===== config.mk =====
export PLATFORM = sky130hd
export DESIGN_NAME = alu_seq_unit
export DESIGN_NICKNAME = d
export VERILOG_FILES = /design/src/rtl/alu_pkg.sv /design/src/rtl/alu_seq_unit.sv
export SDC_FILE = /design/constraint.sdc
export NUM_CORES = 1
export LEC_CHECK = 0
export CAP_MARGIN = 20
export CORE_MARGIN = 3
export CORE_UTILIZATION = 25
export DETAILED_ROUTE_END_ITERATION = 8
export DONT_BUFFER_PORTS = 1
export GPL_TIMING_DRIVEN = 0
export SLEW_MARGIN = 20
export SYNTH_ARGS = -nofsm -noshare
export SYNTH_HDL_FRONTEND = slang
export SYNTH_SLANG_ARGS = --single-unit

===== constraint.sdc =====
create_clock -name clk -period 4.95 [get_ports clk]
set_input_delay 0.495 -clock clk [delete_from_list [all_inputs] [get_ports clk]]
set_output_delay 0.495 -clock clk [all_outputs]
set_load 0.005 [all_outputs]

===== src/rtl/alu_pkg.sv =====
// Shared ALU definitions: op codes, op width and sequencer FSM state encoding.
// Used by the sequential ALU front-end and by any combinational ALU or bench that speaks the same op set.
// Pure definitions; no logic.
package alu_pkg;

  localparam int OP_W = 3;

  localparam logic [OP_W-1:0] ALU_ADD = 3'b000;
  localparam logic [OP_W-1:0] ALU_SUB = 3'b001;
  localparam logic [OP_W-1:0] ALU_AND = 3'b010;
  localparam logic [OP_W-1:0] ALU_OR  = 3'b011;
  localparam logic [OP_W-1:0] ALU_XOR = 3'b100;
  localparam logic [OP_W-1:0] ALU_SLL = 3'b101;

  typedef enum logic [1:0] {
    ST_IDLE  = 2'd0,
    ST_SHIFT = 2'd1,
    ST_RESP  = 2'd2
  } state_t;

  // Codes 110/111 are reserved and reported as errors.
  function automatic logic op_legal(input logic [OP_W-1:0] op);
    return (op <= ALU_SLL);
  endfunction

endpackage


===== src/rtl/alu_seq_unit.sv =====
// Handshaked ALU: one request in, one response out; a single op in flight at a time.
// Latency accept->rsp_valid: 1 cycle, or 1+shamt cycles for SLL with a non-zero shift.
// Request side stalls (req_ready=0) until the response handshake; response held under backpressure.
module alu_seq_unit
  import alu_pkg::*;
#(
  parameter int WIDTH = 32,
  parameter int CNT_W = 16
) (
  input  logic             clk,
  input  logic             rst_n,
  input  logic             req_valid,
  output logic             req_ready,
  input  logic [WIDTH-1:0] req_a,
  input  logic [WIDTH-1:0] req_b,
  input  logic [OP_W-1:0]  req_op,
  output logic             rsp_valid,
  input  logic             rsp_ready,
  output logic [WIDTH-1:0] rsp_result,
  output logic             rsp_zero,
  output logic             rsp_err,
  output logic [CNT_W-1:0] op_count
);

  localparam int SH_W = $clog2(WIDTH);

  state_t           state;
  state_t           state_nxt;
  logic             rdy_en;
  logic [WIDTH-1:0] result_q;
  logic             err_q;
  logic [SH_W-1:0]  cnt_q;
  logic [CNT_W-1:0] count_q;
  logic [WIDTH-1:0] alu_res;
  logic [SH_W-1:0]  shamt;
  logic             accept;
  logic             rsp_fire;
  logic             start_shift;

  // Only the low log2(WIDTH) bits of b select the shift distance.
  assign shamt       = req_b[SH_W-1:0];
  assign accept      = req_valid && req_ready;
  assign rsp_fire    = rsp_valid && rsp_ready;
  assign start_shift = (req_op == ALU_SLL) && (shamt != '0);

  // Single-cycle result; SLL loads the unshifted operand and the FSM shifts it one bit per cycle.
  always_comb begin
    alu_res = '0;
    case (req_op)
      ALU_ADD: alu_res = req_a + req_b;
      ALU_SUB: alu_res = req_a - req_b;
      ALU_AND: alu_res = req_a & req_b;
      ALU_OR:  alu_res = req_a | req_b;
      ALU_XOR: alu_res = req_a ^ req_b;
      ALU_SLL: alu_res = req_a;
      default: alu_res = '0;
    endcase
  end

  // State register; rdy_en keeps req_ready low while reset is asserted and for the release edge.
  always_ff @(posedge clk or negedge rst_n) begin
    if (!rst_n) begin
      state  <= ST_IDLE;
      rdy_en <= 1'b0;
    end else begin
      state  <= state_nxt;
      rdy_en <= 1'b1;
    end
  end

  // Next-state: shift until the counter has one step left, then present the response.
  always_comb begin
    state_nxt = state;
    case (state)
      ST_IDLE:  if (accept) state_nxt = start_shift ? ST_SHIFT : ST_RESP;
      ST_SHIFT: if (cnt_q == SH_W'(1)) state_nxt = ST_RESP;
      ST_RESP:  if (rsp_ready) state_nxt = ST_IDLE;
      default:  state_nxt = ST_IDLE;
    endcase
  end

  // Handshake and response outputs decoded from state.
  always_comb begin
    req_ready  = rdy_en && (state == ST_IDLE);
    rsp_valid  = (state == ST_RESP);
    rsp_result = result_q;
    rsp_zero   = (state == ST_RESP) && (result_q == '0);
    rsp_err    = err_q;
    op_count   = count_q;
  end

  // Datapath: capture operands on accept, shift in SHIFT, count completed handshakes.
  always_ff @(posedge clk or negedge rst_n) begin
    if (!rst_n) begin
      result_q <= '0;
      err_q    <= 1'b0;
      cnt_q    <= '0;
      count_q  <= '0;
    end else begin
      if (accept) begin
        result_q <= alu_res;
        err_q    <= !op_legal(req_op);
        cnt_q    <= start_shift ? shamt : '0;
      end else if (state == ST_SHIFT) begin
        result_q <= result_q << 1;
        cnt_q    <= cnt_q - SH_W'(1);
      end
      if (rsp_fire) begin
        count_q <= count_q + CNT_W'(1);
      end
    end
  end

endmodule


==> out/results.md <==
| Quantity | This run |
| --- | --- |
| CTS Root Cell | sky130_fd_sc_hd__clkbuf_16 |
| Via count of the first global-routing pass | 7156 |
| Insertion delay of the later-clocked pin in the worst-skew pair | 0.33 ns |
| Transition time at the pin with the least slew margin | 0.815 ns |
| Pin count of the biggest net entering global routing | 58 |
| Dominant cell type by area after synthesis | sky130_fd_sc_hd__dfrtp_1 |
| Data arrival, critical path | 4.94 ns |
| Fin nets | 1131 |
| Crit share post-route | 94.9% |
| Via Count | 7387 |
| Critical Path RT | 5.19 ns |
| Crit. End Element | flop |
| Input/output buffers | 0 |
| Number of warnings reported in the yosys synthesis log | 0 |
| Sink count of the clock tree | 57 |
| Number of buffers added by the clock tree synthesis step | 9 |
| Post-synthesis net count | 1119 |
| Largest voltage drop on the vdd net | 0.198 mV |
| Layout cell share with drive strength beyond 1 | 3.01% |
| Remaining antenna violation count after routing | 0 |
| Post-Place Setup Slack | -0.265 ns |
| Post-Syn Area | 7240 um2 |
| Capture instance of the worst register-to-register path | rsp_result[20]$_DFFE_PN0P_ |
| R2r worst-path depth | 7 |
| Relative slew margins | 45.6% |
| Min-Delay Path Class | in -> async |
| First-iteration detailed-routing DRC count | 641 |
| Sequential area share after synthesis | 19.7% |
| CP peak stage delay | 0.57 ns |
| Cell breakdown of the critical path | nor2_2, and2_0, clkbuf_1, clkbuf_1, a21oi_1, xnor2_1, ha_1, nand2_1, o21ai_0, o21ai_0, a2111oi_2, o21ai_0, mux2_2, o31ai_1 |
| All-layer global routing usage | 17.7% |
| Main area contributors after synthesis | sky130_fd_sc_hd__dfrtp_1 (20%), sky130_fd_sc_hd__ha_1 (17%), sky130_fd_sc_hd__xnor2_1 (5.9%) |
| Setup repair after global routing missed its margin | no |
| Y dimension of the die | 176 um |
| Detailed Place HPWL | 22700 um |
| DR pass1 iterations | 5 |
| First-pass GRT wire length | 42800 um |
| Count of distinct cell types in the synthesized netlist | 66 |
| Origin of the critical flop-to-flop path | state[1]$_DFFE_PN0P_ |
| Critical Path End | rsp_result[30]$_DFFE_PN0P_ |
| Type of the setup path with the least slack | in -> reg |
| Initial core utilization | 25.7% |
| Final design utilization | 28.7% |
| Post-synthesis register bit count | 57 |
| Antenna violations before repair | 0 |
| Die boundary width | 176 um |
| Global-route congestion overflow total | 0 |
| Leakage power figure | 3.53 nW |
| # fillers | 2986 |
| Maximum achievable frequency | 213 MHz |
| Number of vias per cell | 5.50 |
| Least setup slack across all paths after layout | 0.252 ns |
| EDFF count, synth | 0 |
| Average wire per standard cell | 21.0 um |
| Result of the run | finished, final reports clean |
| Post-layout min period | 4.70 ns |
| Placeable core region | 28200 um2 |
| TritonCTS clock tree | yes |
| Number of antenna diodes | 0 |
| Worst R2R Setup Slack | 2.10 ns |
| Final weighted congestion of routability-driven global placement | 0.934 |
| Average cell area after synthesis | 7.65 um2 |
| H-tree depth | 3 |
| Layout-stage area growth over the synthesis result | 11.7% |
| Power Total | 2.75 mW |
| Wire length reported by the detailed router | 28200 um |
| Clock slew seen by the registers of the worst setup and hold paths | 0.05 ns |
| Post CTS Setup Buffer Count | 0 |
| Endpoints failing setup | 0 |
| Maximum fanout along the worst path | 10 |
| Crit path from | req_op[2] |
| Area enclosed by the die boundary | 31100 um2 |
| Final hold slack | 0.0215 ns |
| Ys async rst share | 100% |
| Top cell by count, worst path | sky130_fd_sc_hd__o21ai_0 |
| Pwr dens | 340 nW/um2 |
| Slowest-stage cell, CP | sky130_fd_sc_hd__clkbuf_1 |
| Startpoint kind of the worst setup timing path | input pin |
| Post-Route Skew | 0.00803 ns |
| Worst-case clock buffer depth | 2 |
| Max Slew Vio Count | 0 |
| Top-level I/O count | 123 |
| Max-cap viol count | 0 |
| Number of cells produced by synthesis | 947 |
| Post-synth top area share | 19.7% |
| Remaining DRCs | 0 |
| Final hold violation count | 0 |
| Standard-cell row count | 61 |
| Most used flip-flop cell after synthesis | sky130_fd_sc_hd__dfrtp_1 |
cell type report:
cell class                      count  area (um2)  share of cell area, %
Multi-Input combinational cell    762        5340                   66.0
Sequential cell                    57        1430                   17.6
Tap cell                          378         473                   5.84
Inverter                           80         300                   3.71
Clock buffer                       11         243                   3.00
Buffer                             48         183                   2.26
Clock inverter                      5         103                   1.27
Timing Repair Buffer                1        27.5                  0.340
logic make-up after synthesis:
kind of cell	Yosys count	share of synthesized area, %
buffers and inverters	128	6.65
AOI/OAI and AO/OA	307	27.9
and+or+nand+nor	269	17.7
other	1	0.0518
adders and majority gates	101	17.6
DFF	57	19.7
xor gates and xnor gates	67	8.10
muxes	17	2.38
placed cells by master (no fill, tap or decap), types with 12 or more instances in the layout:
cell	netlist	final
sky130_fd_sc_hd__a221oi_1	19	19
sky130_fd_sc_hd__nand2_1	86	86
sky130_fd_sc_hd__and3_1	13	13
sky130_fd_sc_hd__xnor2_1	49	49
sky130_fd_sc_hd__clkbuf_1	44	44
sky130_fd_sc_hd__xor2_1	18	18
sky130_fd_sc_hd__dfrtp_1	57	57
sky130_fd_sc_hd__inv_1	80	80
sky130_fd_sc_hd__o21ai_0	77	77
sky130_fd_sc_hd__mux2i_1	15	15
sky130_fd_sc_hd__a21oi_1	77	77
sky130_fd_sc_hd__a31oi_1	13	13
sky130_fd_sc_hd__a21o_1	23	23
sky130_fd_sc_hd__o22ai_1	12	12
sky130_fd_sc_hd__nor2_1	75	74
sky130_fd_sc_hd__nand3_1	26	26
sky130_fd_sc_hd__ha_1	100	100
worst min-delay path by stage:
stage / from / endpoint / slack, ns / depth (start not counted)
floorplan: rst_n / cnt_q[0]$_DFFE_PN0P_ / 0.20 / 0
global placement: rst_n / rsp_result[4]$_DFFE_PN0P_ / 0.20 / 0
detailed placement: rst_n / op_count[0]$_DFFE_PN0P_ / 0.20 / 0
CTS: rst_n / op_count[2]$_DFFE_PN0P_ / 0.04 / 1
global route: rst_n / op_count[2]$_DFFE_PN0P_ / 0.04 / 1
finish: rst_n / op_count[2]$_DFFE_PN0P_ / 0.02 / 1
registers in the layout (all words and copies together) (netlist names):
signal and count:
rsp_result 32, op_count 16, cnt_q 5, state 2, rdy_en 1, rsp_err 1
worst max-delay path: cells and delay by family:
kind,cells,cell delay [ns]
buffers and inverters,2,1.01
adders and majority gates,1,0.39
muxes,1,0.31
xor gates and xnor gates,1,0.16
and+or+nand+nor,3,0.72
AOI/OAI and AO/OA,6,1.82
metal layers:
metal	global-route usage (%)	share of wire, %
met1	21.7	40
met2	29.3	45
met3	6.43	12
met5	0	0
met4	5.15	2.8
metrics by stage:
step / instance area (um2) / cells / TNS [ns]
2_1_floorplan: 7240 / 947 / 0
3_3_place_gp: 7720 / 1325 / -0.606
3_5_place_dp: 7720 / 1325 / -0.674
4_1_cts: 8090 / 1342 / 0
5_1_grt: 8090 / 1342 / 0
6_report: 8090 / 1342 / 0
power breakdown:
part	leakage (nW)	internal, mW	switching (mW)
clock	0.166	0.504	0.221
combinational	2.65	0.436	0.671
sequential	0.715	0.641	0.280
total	3.53	1.58	1.17
synth_stat cells, types with 7 or more instances:
| library cell | n |
|---|---|
| sky130_fd_sc_hd__ha_1 | 100 |
| sky130_fd_sc_hd__nand2_1 | 86 |
| sky130_fd_sc_hd__inv_1 | 80 |
| sky130_fd_sc_hd__a21oi_1 | 77 |
| sky130_fd_sc_hd__o21ai_0 | 77 |
| sky130_fd_sc_hd__nor2_1 | 75 |
| sky130_fd_sc_hd__dfrtp_1 | 57 |
| sky130_fd_sc_hd__xnor2_1 | 49 |
| sky130_fd_sc_hd__clkbuf_1 | 44 |
| sky130_fd_sc_hd__nand3_1 | 26 |
| sky130_fd_sc_hd__a21o_1 | 23 |
| sky130_fd_sc_hd__a221oi_1 | 19 |
| sky130_fd_sc_hd__xor2_1 | 18 |
| sky130_fd_sc_hd__mux2i_1 | 15 |
| sky130_fd_sc_hd__a31oi_1 | 13 |
| sky130_fd_sc_hd__and3_1 | 13 |
| sky130_fd_sc_hd__o22ai_1 | 12 |
| sky130_fd_sc_hd__a221o_1 | 11 |
| sky130_fd_sc_hd__nand4_1 | 11 |
| sky130_fd_sc_hd__o221ai_1 | 11 |
| sky130_fd_sc_hd__nor2b_1 | 9 |
| sky130_fd_sc_hd__nor3_1 | 9 |
| sky130_fd_sc_hd__nor4_1 | 9 |
| sky130_fd_sc_hd__nand2b_1 | 7 |
| sky130_fd_sc_hd__o21bai_1 | 7 |
| sky130_fd_sc_hd__o31ai_1 | 7 |
timing repair:
item,CTS,global route
endpoints found under the setup margin,0,6
hold endpoints to repair,57,0
hold buffers,1,0
resized for setup,0,3
Note: power is estimated with default switching activity, not from simulation.
